===== config.mk =====
export PLATFORM = sky130hd
export DESIGN_NAME = sbfram_arbiter
export DESIGN_NICKNAME = d
export VERILOG_FILES = /design/src/rtl/sbfram_arb_pkg.sv /design/src/rtl/sbfram_arbiter_rr_pick2.sv /design/src/rtl/sbfram_arbiter.sv
export SDC_FILE = /design/constraint.sdc
export NUM_CORES = 1
export LEC_CHECK = 0
export BUFFER_PORTS_ARGS = -buffer_cell sky130_fd_sc_hd__buf_2
export CORE_MARGIN = 1
export CORE_UTILIZATION = 37
export CTS_CLUSTER_DIAMETER = 60
export DETAILED_ROUTE_END_ITERATION = 7
export GPL_ROUTABILITY_DRIVEN = 0
export SLEW_MARGIN = 20
export SYNTH_ARGS = -nofsm -noshare
export SYNTH_HDL_FRONTEND = slang
export SYNTH_SLANG_ARGS = --single-unit

===== constraint.sdc =====
create_clock -name clk -period 7.1 [get_ports clk]
set_input_delay 0.71 -clock clk [delete_from_list [all_inputs] [get_ports clk]]
set_output_delay 0.71 -clock clk [all_outputs]
set_load 0.1 [all_outputs]

===== src/rtl/sbfram_arb_pkg.sv =====
// Shared types and default sizes for the single-bit flat RAM arbiter.
package sbfram_arb_pkg;

  localparam int unsigned DEF_S = 20;
  localparam int unsigned DEF_N = 4;

  typedef enum logic [0:0] {
    IDLE  = 1'b0,
    SWEEP = 1'b1
  } arb_state_e;

endpackage


===== src/rtl/sbfram_arbiter_rr_pick2.sv =====
// Two-winner round-robin picker (combinational).
// Ports:
//   req       - per-requester request vector
//   conflict  - conflict[i][j]: requester j may not share a cycle with winner i
//   ptr       - round-robin start index
//   win0/1    - one-hot winners for slot 0 / slot 1
//   win0/1_vld, idx0/1 - winner valid flags and binary indices
module rr_pick2 #(
  parameter  int unsigned N  = 4,
  localparam int unsigned PW = $clog2(N)
) (
  input  logic [N-1:0]  req,
  input  logic [N-1:0]  conflict [N],
  input  logic [PW-1:0] ptr,
  output logic [N-1:0]  win0,
  output logic          win0_vld,
  output logic [PW-1:0] idx0,
  output logic [N-1:0]  win1,
  output logic          win1_vld,
  output logic [PW-1:0] idx1
);

  logic [N-1:0]  elig;
  logic [N-1:0]  conf_row;
  logic [PW-1:0] idx;
  int unsigned   sum;

  // First scan finds slot 0; second scan runs over the remaining, non-conflicting requesters.
  always_comb begin
    win0     = '0;
    win0_vld = 1'b0;
    idx0     = '0;
    win1     = '0;
    win1_vld = 1'b0;
    idx1     = '0;
    conf_row = '0;
    idx      = '0;
    sum      = 0;
    for (int unsigned k = 0; k < N; k++) begin
      sum = 32'(ptr) + k;
      idx = PW'((sum >= N) ? sum - N : sum);
      if (!win0_vld && req[idx]) begin
        win0[idx] = 1'b1;
        win0_vld  = 1'b1;
        idx0      = idx;
        conf_row  = conflict[idx];
      end
    end
    elig = req & ~win0 & ~conf_row;
    for (int unsigned k = 0; k < N; k++) begin
      sum = 32'(ptr) + k;
      idx = PW'((sum >= N) ? sum - N : sum);
      if (!win1_vld && elig[idx]) begin
        win1[idx] = 1'b1;
        win1_vld  = 1'b1;
        idx1      = idx;
      end
    end
  end

endmodule


===== src/rtl/sbfram_arbiter.sv =====
// Arbiter/sequencer for a 2W/2R single-bit flat RAM with combinational reads.
// Shares the two RAM port pairs among N requesters (up to two ops per cycle,
// round-robin) and runs a two-bits-per-cycle clear sweep.
// Ports:
//   clk, rst_n                 - clock, async active-low reset
//   req/we/addr/wdata          - per-requester request, op type (1=write), address, write bit
//   gnt                        - combinational grant; op executes in the grant cycle
//   rvalid/rdata               - registered read return, one cycle after the grant
//   clr_start/clr_busy/clr_done- clear sweep control and status
//   ram_*                      - RAM write ports, read addresses and read data
module sbfram_arbiter
  import sbfram_arb_pkg::*;
#(
  parameter int unsigned S = DEF_S,
  parameter int unsigned N = DEF_N
) (
  input  logic           clk,
  input  logic           rst_n,
  input  logic [N-1:0]   req,
  input  logic [N-1:0]   we,
  input  logic [N*S-1:0] addr,
  input  logic [N-1:0]   wdata,
  output logic [N-1:0]   gnt,
  output logic [N-1:0]   rvalid,
  output logic [N-1:0]   rdata,
  input  logic           clr_start,
  output logic           clr_busy,
  output logic           clr_done,
  output logic           ram_wr_en_0,
  output logic [S-1:0]   ram_wr_addr_0,
  output logic           ram_wr_data_0,
  output logic           ram_wr_en_1,
  output logic [S-1:0]   ram_wr_addr_1,
  output logic           ram_wr_data_1,
  output logic [S-1:0]   ram_rd_addr_0,
  output logic [S-1:0]   ram_rd_addr_1,
  input  logic           ram_rd_data_0,
  input  logic           ram_rd_data_1
);

  localparam int unsigned PW = $clog2(N);
  // Last even sweep address, 2**S - 2.
  localparam logic [S-1:0] CNT_LAST = ~S'(1);

  arb_state_e    state, next_state;
  logic [PW-1:0] ptr, ptr_next;
  logic [S-1:0]  cnt, cnt_next;
  logic [N-1:0]  rd0, rd1;
  logic [N-1:0]  rdata_next;
  logic          done_next;

  logic [S-1:0]  addr_a   [N];
  logic [N-1:0]  conflict [N];
  logic [N-1:0]  win0, win1;
  logic          win0_vld, win1_vld, v0, v1;
  logic [PW-1:0] idx0, idx1;

  // Unpack addresses and build the write-write same-address conflict matrix.
  for (genvar g = 0; g < N; g++) begin : g_addr
    assign addr_a[g] = addr[g*S +: S];
  end
  for (genvar g = 0; g < N; g++) begin : g_conf_row
    for (genvar h = 0; h < N; h++) begin : g_conf_col
      assign conflict[g][h] = we[g] & we[h] & (addr_a[g] == addr_a[h]);
    end
  end

  rr_pick2 #(.N(N)) u_pick (
    .req      (req),
    .conflict (conflict),
    .ptr      (ptr),
    .win0     (win0),
    .win0_vld (win0_vld),
    .idx0     (idx0),
    .win1     (win1),
    .win1_vld (win1_vld),
    .idx1     (idx1)
  );

  // Grants are suppressed entirely while reset is asserted.
  assign v0 = win0_vld & rst_n;
  assign v1 = win1_vld & rst_n;

  function automatic logic [PW-1:0] ptr_inc(input logic [PW-1:0] p);
    return (p == PW'(N - 1)) ? '0 : p + PW'(1);
  endfunction

  // State register and datapath registers.
  always_ff @(posedge clk or negedge rst_n) begin
    if (!rst_n) begin
      state    <= IDLE;
      ptr      <= '0;
      cnt      <= '0;
      rdata    <= '0;
      rvalid   <= '0;
      clr_busy <= 1'b0;
      clr_done <= 1'b0;
    end else begin
      state    <= next_state;
      ptr      <= ptr_next;
      cnt      <= cnt_next;
      rdata    <= rdata_next;
      rvalid   <= rd0 | rd1;
      clr_busy <= (next_state == SWEEP);
      clr_done <= done_next;
    end
  end

  // Next-state, grant and RAM port muxing.
  always_comb begin
    next_state    = state;
    ptr_next      = ptr;
    cnt_next      = cnt;
    done_next     = 1'b0;
    gnt           = '0;
    rd0           = '0;
    rd1           = '0;
    ram_wr_en_0   = 1'b0;
    ram_wr_addr_0 = '0;
    ram_wr_data_0 = 1'b0;
    ram_wr_en_1   = 1'b0;
    ram_wr_addr_1 = '0;
    ram_wr_data_1 = 1'b0;
    ram_rd_addr_0 = '0;
    ram_rd_addr_1 = '0;
    case (state)
      IDLE: begin
        if (v0) begin
          gnt = gnt | win0;
          if (we[idx0]) begin
            ram_wr_en_0   = 1'b1;
            ram_wr_addr_0 = addr_a[idx0];
            ram_wr_data_0 = wdata[idx0];
          end else begin
            ram_rd_addr_0 = addr_a[idx0];
            rd0           = win0;
          end
        end
        if (v1) begin
          gnt = gnt | win1;
          if (we[idx1]) begin
            ram_wr_en_1   = 1'b1;
            ram_wr_addr_1 = addr_a[idx1];
            ram_wr_data_1 = wdata[idx1];
          end else begin
            ram_rd_addr_1 = addr_a[idx1];
            rd1           = win1;
          end
        end
        // Pointer moves past the last requester granted this cycle.
        if (v1) begin
          ptr_next = ptr_inc(idx1);
        end else if (v0) begin
          ptr_next = ptr_inc(idx0);
        end
        if (clr_start) begin
          next_state = SWEEP;
          cnt_next   = '0;
        end
      end
      SWEEP: begin
        ram_wr_en_0   = 1'b1;
        ram_wr_addr_0 = cnt;
        ram_wr_en_1   = 1'b1;
        ram_wr_addr_1 = cnt + S'(1);
        if (cnt == CNT_LAST) begin
          next_state = IDLE;
          cnt_next   = '0;
          done_next  = 1'b1;
        end else begin
          cnt_next = cnt + S'(2);
        end
      end
      default: begin
        next_state = IDLE;
      end
    endcase
  end

  // Read captures only touch the bits read this cycle; other bits hold.
  assign rdata_next = (rdata & ~(rd0 | rd1))
                    | (rd0 & {N{ram_rd_data_0}})
                    | (rd1 & {N{ram_rd_data_1}});

endmodule

==> key figures <==
Setup path
  • Family with the most delay on the worst path: compound AO/OA/AOI/OAI gates
  • Crit. Startpoint: ptr[0]
  • Worst R2R Setup Slack: 2.04 ns
  • CP Buf/Inv Count: 3
  • Startpoint Class: flop
  • Critical setup path kind: reg -> out
  • CP most frequent cell: a21oi_1
  • CP Cell Sequence: inv_1, ha_1, and3b_1, o21ai_1, a21oi_1, or2_1, a221oi_2, o311a_1, nand3_1, a222oi_1, buf_4, a21oi_1, mux2_4, nor2_1, nand2_1, o221ai_1, buf_12
  • CP endpoint kind: output port
  • CP max stage delay: 0.61 ns
  • Worst endpoint data arrival time: 5.83 ns
  • Critical Path RT: 6.39 ns
  • FF-to-FF Start: ptr[0]
  • Critical Path Fanout Max: 19
  • CP max-delay cell: nand2_1

Layout
  • Share of layout cells above drive strength 1: 25.9%
  • Most frequent cells in the layout: 129 x buf_2, 115 x nor2_1, 102 x nand2_1
  • Fin util: 48.4%
  • Synth-to-Final Area Change: 28.7%
  • Fill count: 1879
  • FF+latch area: 776 µm²
  • Most common cell after layout, fill and taps aside: buf_2
  • Layout Cells excl Fill: 1329
  • NumNets Final: 1197
  • Multi-input gate area: 5670 µm²

Pwr
  • Power per cell area: 439 nW/µm²
  • Maximum VDD drop: 0.278 mV
  • Leak Pwr: 3.65 nW

CTS
  • Post-CTS Hold Buffers: 0
  • Inserted Clock Buffers: 5
  • CTS tree: done
  • Clk_lat worst skew: 0.28 ns
  • CTS clk-pin slew, worst paths: 0.06 ns
  • CTS root buf: clkbuf_16
  • Clock tree buffer depth: 2
  • Post-CTS setup repair buffer count: 0
  • Post-CTS sizing: 0
  • Clock sinks: 31
  • H-tree depth: 2

Yosys
  • Sequential area share after synthesis: 11.0%
  • Synth Area per Inst: 7.00 µm²
  • Synth Cell Area: 7040 µm²
  • Ys async rst share: 100%
  • Main flop type after synthesis: dfrtp_1
  • Largest family of logic cells by synthesized area: simple AND/OR/NAND/NOR gates
  • Yosys warnings: 0
  • Synth Area in Adders: 1.60%
  • Mux contribution to synthesized area: 7.84%
  • Mapped Nets: 1112
  • EDFF count, synth: 0
  • Synth Area in Compound Gates: 25.1%
  • Cell count after synthesis: 1006
  • Simple-gate share of the synthesized area: 29.7%
  • Synth Area in XOR/XNOR: 15.8%
  • Synth unique cells: 90
  • Yosys reg bits: 31

GRT
  • Global Route Usage Sum: 28.1%
  • First-pass GRT wire length: 43100 µm
  • Vias in the first global route: 7519
  • Initial antenna violation count: 3
  • Largest net degree at the start of global routing: 49
  • Total grt overflow: 0

Worst hold path
  • Hold Crit Class: in -> async

Place
  • Hpwl dp: 22000 µm
  • Port Buffers: 194
  • Placed cell count: 1318

Timing
  • Endpoints failing hold: 0
  • Worst-margin pin slew: 1.06 ns
  • Min Tclk post-route: 6.54 ns
  • Slew margin rel.: 28.9%
  • Max Clock Skew: 0.00672 ns
  • Final Slew Violations: 0
  • RSZ-0062 raised after global routing: false
  • Setup Total Neg Slack: 0 ns
  • Tcrit/Tclk final: 92.1%
  • Peak Freq: 153 MHz
  • Setup-failing EPs final: 0

Floorplan
  • Die Wd: 140 µm
  • Core ar.: 18700 µm²
  • Die area: 19600 µm²
  • I/O pin count: 195
  • Initial Utilization: 37.6%
  • Number of cell rows: 50
  • Die Ht: 140 µm

Detailed routing
  • Total Wirelength: 28000 µm
  • Drc violations: 0
  • Antenna-violating nets left: 0
  • Vias: 8007
  • Wire length per cell: 21.0 µm
  • Iteration-0 DRC Markers: 746
  • 1st-pass router iterations: 5
  • Vias per cell: 6.02

Job
  • Maxcap violations: 0

Run status
  • Status: complete, no violations
==> cell usage after synthesis (3+ instances only) <==
| cell | count | area (µm²) |
|---|---|---|
| or2_1 | 3 | 18.8 |
| o211ai_1 | 10 | 75.1 |
| a211oi_2 | 20 | 250 |
| and4_1 | 3 | 26.3 |
| clkbuf_1 | 107 | 402 |
| nor2_1 | 116 | 435 |
| o311a_1 | 3 | 30.0 |
| o31ai_1 | 6 | 45.0 |
| o21ai_0 | 81 | 405 |
| nand3b_1 | 4 | 30.0 |
| a22o_1 | 5 | 43.8 |
| ha_1 | 9 | 113 |
| nand3_1 | 43 | 215 |
| or2_2 | 3 | 18.8 |
| nor3b_1 | 7 | 52.6 |
| nor4_1 | 14 | 87.6 |
| nand4b_1 | 3 | 26.3 |
| a21o_1 | 3 | 22.5 |
| o22ai_1 | 8 | 50.1 |
| buf_4 | 3 | 22.5 |
| a31oi_1 | 10 | 62.6 |
| and3_1 | 11 | 68.8 |
| mux2i_1 | 42 | 420 |
| buf_1 | 4 | 15.0 |
| nor2b_1 | 28 | 175 |
| xnor2_1 | 97 | 850 |
| buf_6 | 5 | 56.3 |
| dfrtp_1 | 31 | 776 |
| inv_1 | 14 | 52.6 |
| a211oi_1 | 5 | 37.5 |
| or3b_2 | 5 | 43.8 |
| a21boi_0 | 4 | 30.0 |
| a32o_1 | 6 | 60.1 |
| xor2_1 | 30 | 263 |
| nand2b_1 | 12 | 75.1 |
| buf_2 | 17 | 85.1 |
| a211o_1 | 3 | 26.3 |
| o221ai_1 | 19 | 166 |
| nor3_1 | 3 | 15.0 |
| a21oi_1 | 15 | 75.1 |
| nand4_1 | 25 | 156 |
| nand2_1 | 103 | 387 |
| mux4_2 | 4 | 90.1 |
==> flip-flops by register name (all words and copies together) (netlist names) <==
signal,flops
state,1
rvalid,4
clr_done,1
rdata,4
ptr,2
cnt,19
==> logic make-up (layout without fill, tap and decap cells) <==
group                      count (synthesis)  in the layout
AOI/OAI and AO/OA                        234            234
xor gates and xnor gates                 127            127
adders and majority gates                  9              9
buffers and inverters                    150            236
DFF                                       31             31
muxes                                     49             49
other                                      0              3
and+or+nand+nor                          406            406
==> layer usage <==
metal	global-route usage (%)	vias to the layer above	share of wire [%]
met5	0	-	0.046
met4	12.2	2	4.6
met3	5.33	74	7.6
met2	46.4	402	47
met1	35.6	3805	41
li1	-	3724	-
==> power breakdown <==
part	internal (W)	switching (W)	leakage, nW
Sequential	0.000214	0.0000446	0.390
Combinational	0.00116	0.00230	3.18
Clock	0.000165	0.0000852	0.0838
Total	0.00154	0.00243	3.65
==> through the flow <==
stage                     setup slack (ns)  instance area, µm²  total power, W  hold WS (ns)
after detailed placement             0.775                8880         0.00368         0.521
after global placement               0.921                8880         0.00364         0.514
final                                0.563                9060         0.00397         0.508
after CTS                            0.653                9050         0.00394         0.528
after floorplan                      0.386                7040         0.00282         0.414
after global routing                 0.285                9060         0.00422         0.563
==> worst register-to-register path, delay by kind of cell (launching register included) <==
family / cells / cell delay [ns]
AOI/OAI and AO/OA: 7 / 2.00
buffers and inverters: 3 / 0.68
DFF: 1 / 0.34
adders and majority gates: 1 / 0.51
and+or+nand+nor: 4 / 0.98
xor gates and xnor gates: 1 / 0.13
muxes: 1 / 0.33
==> final cells by class <==
class	count	area share [%]
flip-flops and latches	31	8.56
multi-input cells	825	62.5
diodes	3	0.0829
well taps	234	3.23
repair buffers	214	23.1
clock buffers	5	1.38
clock inverters	3	0.483
inverters	14	0.580
==> worst paths after layout <==
check                                        end  cells past startpoint
worst max-delay path            ram_wr_addr_1[7]                     17
worst min-delay path                     cnt[13]                      1
worst max register to register            ptr[1]                     17
worst min register to register           cnt[11]                      1
max in group asynchronous               rdata[0]                      1
min in group clk                         cnt[11]                      1
Note: power is estimated with default switching activity, not from simulation.
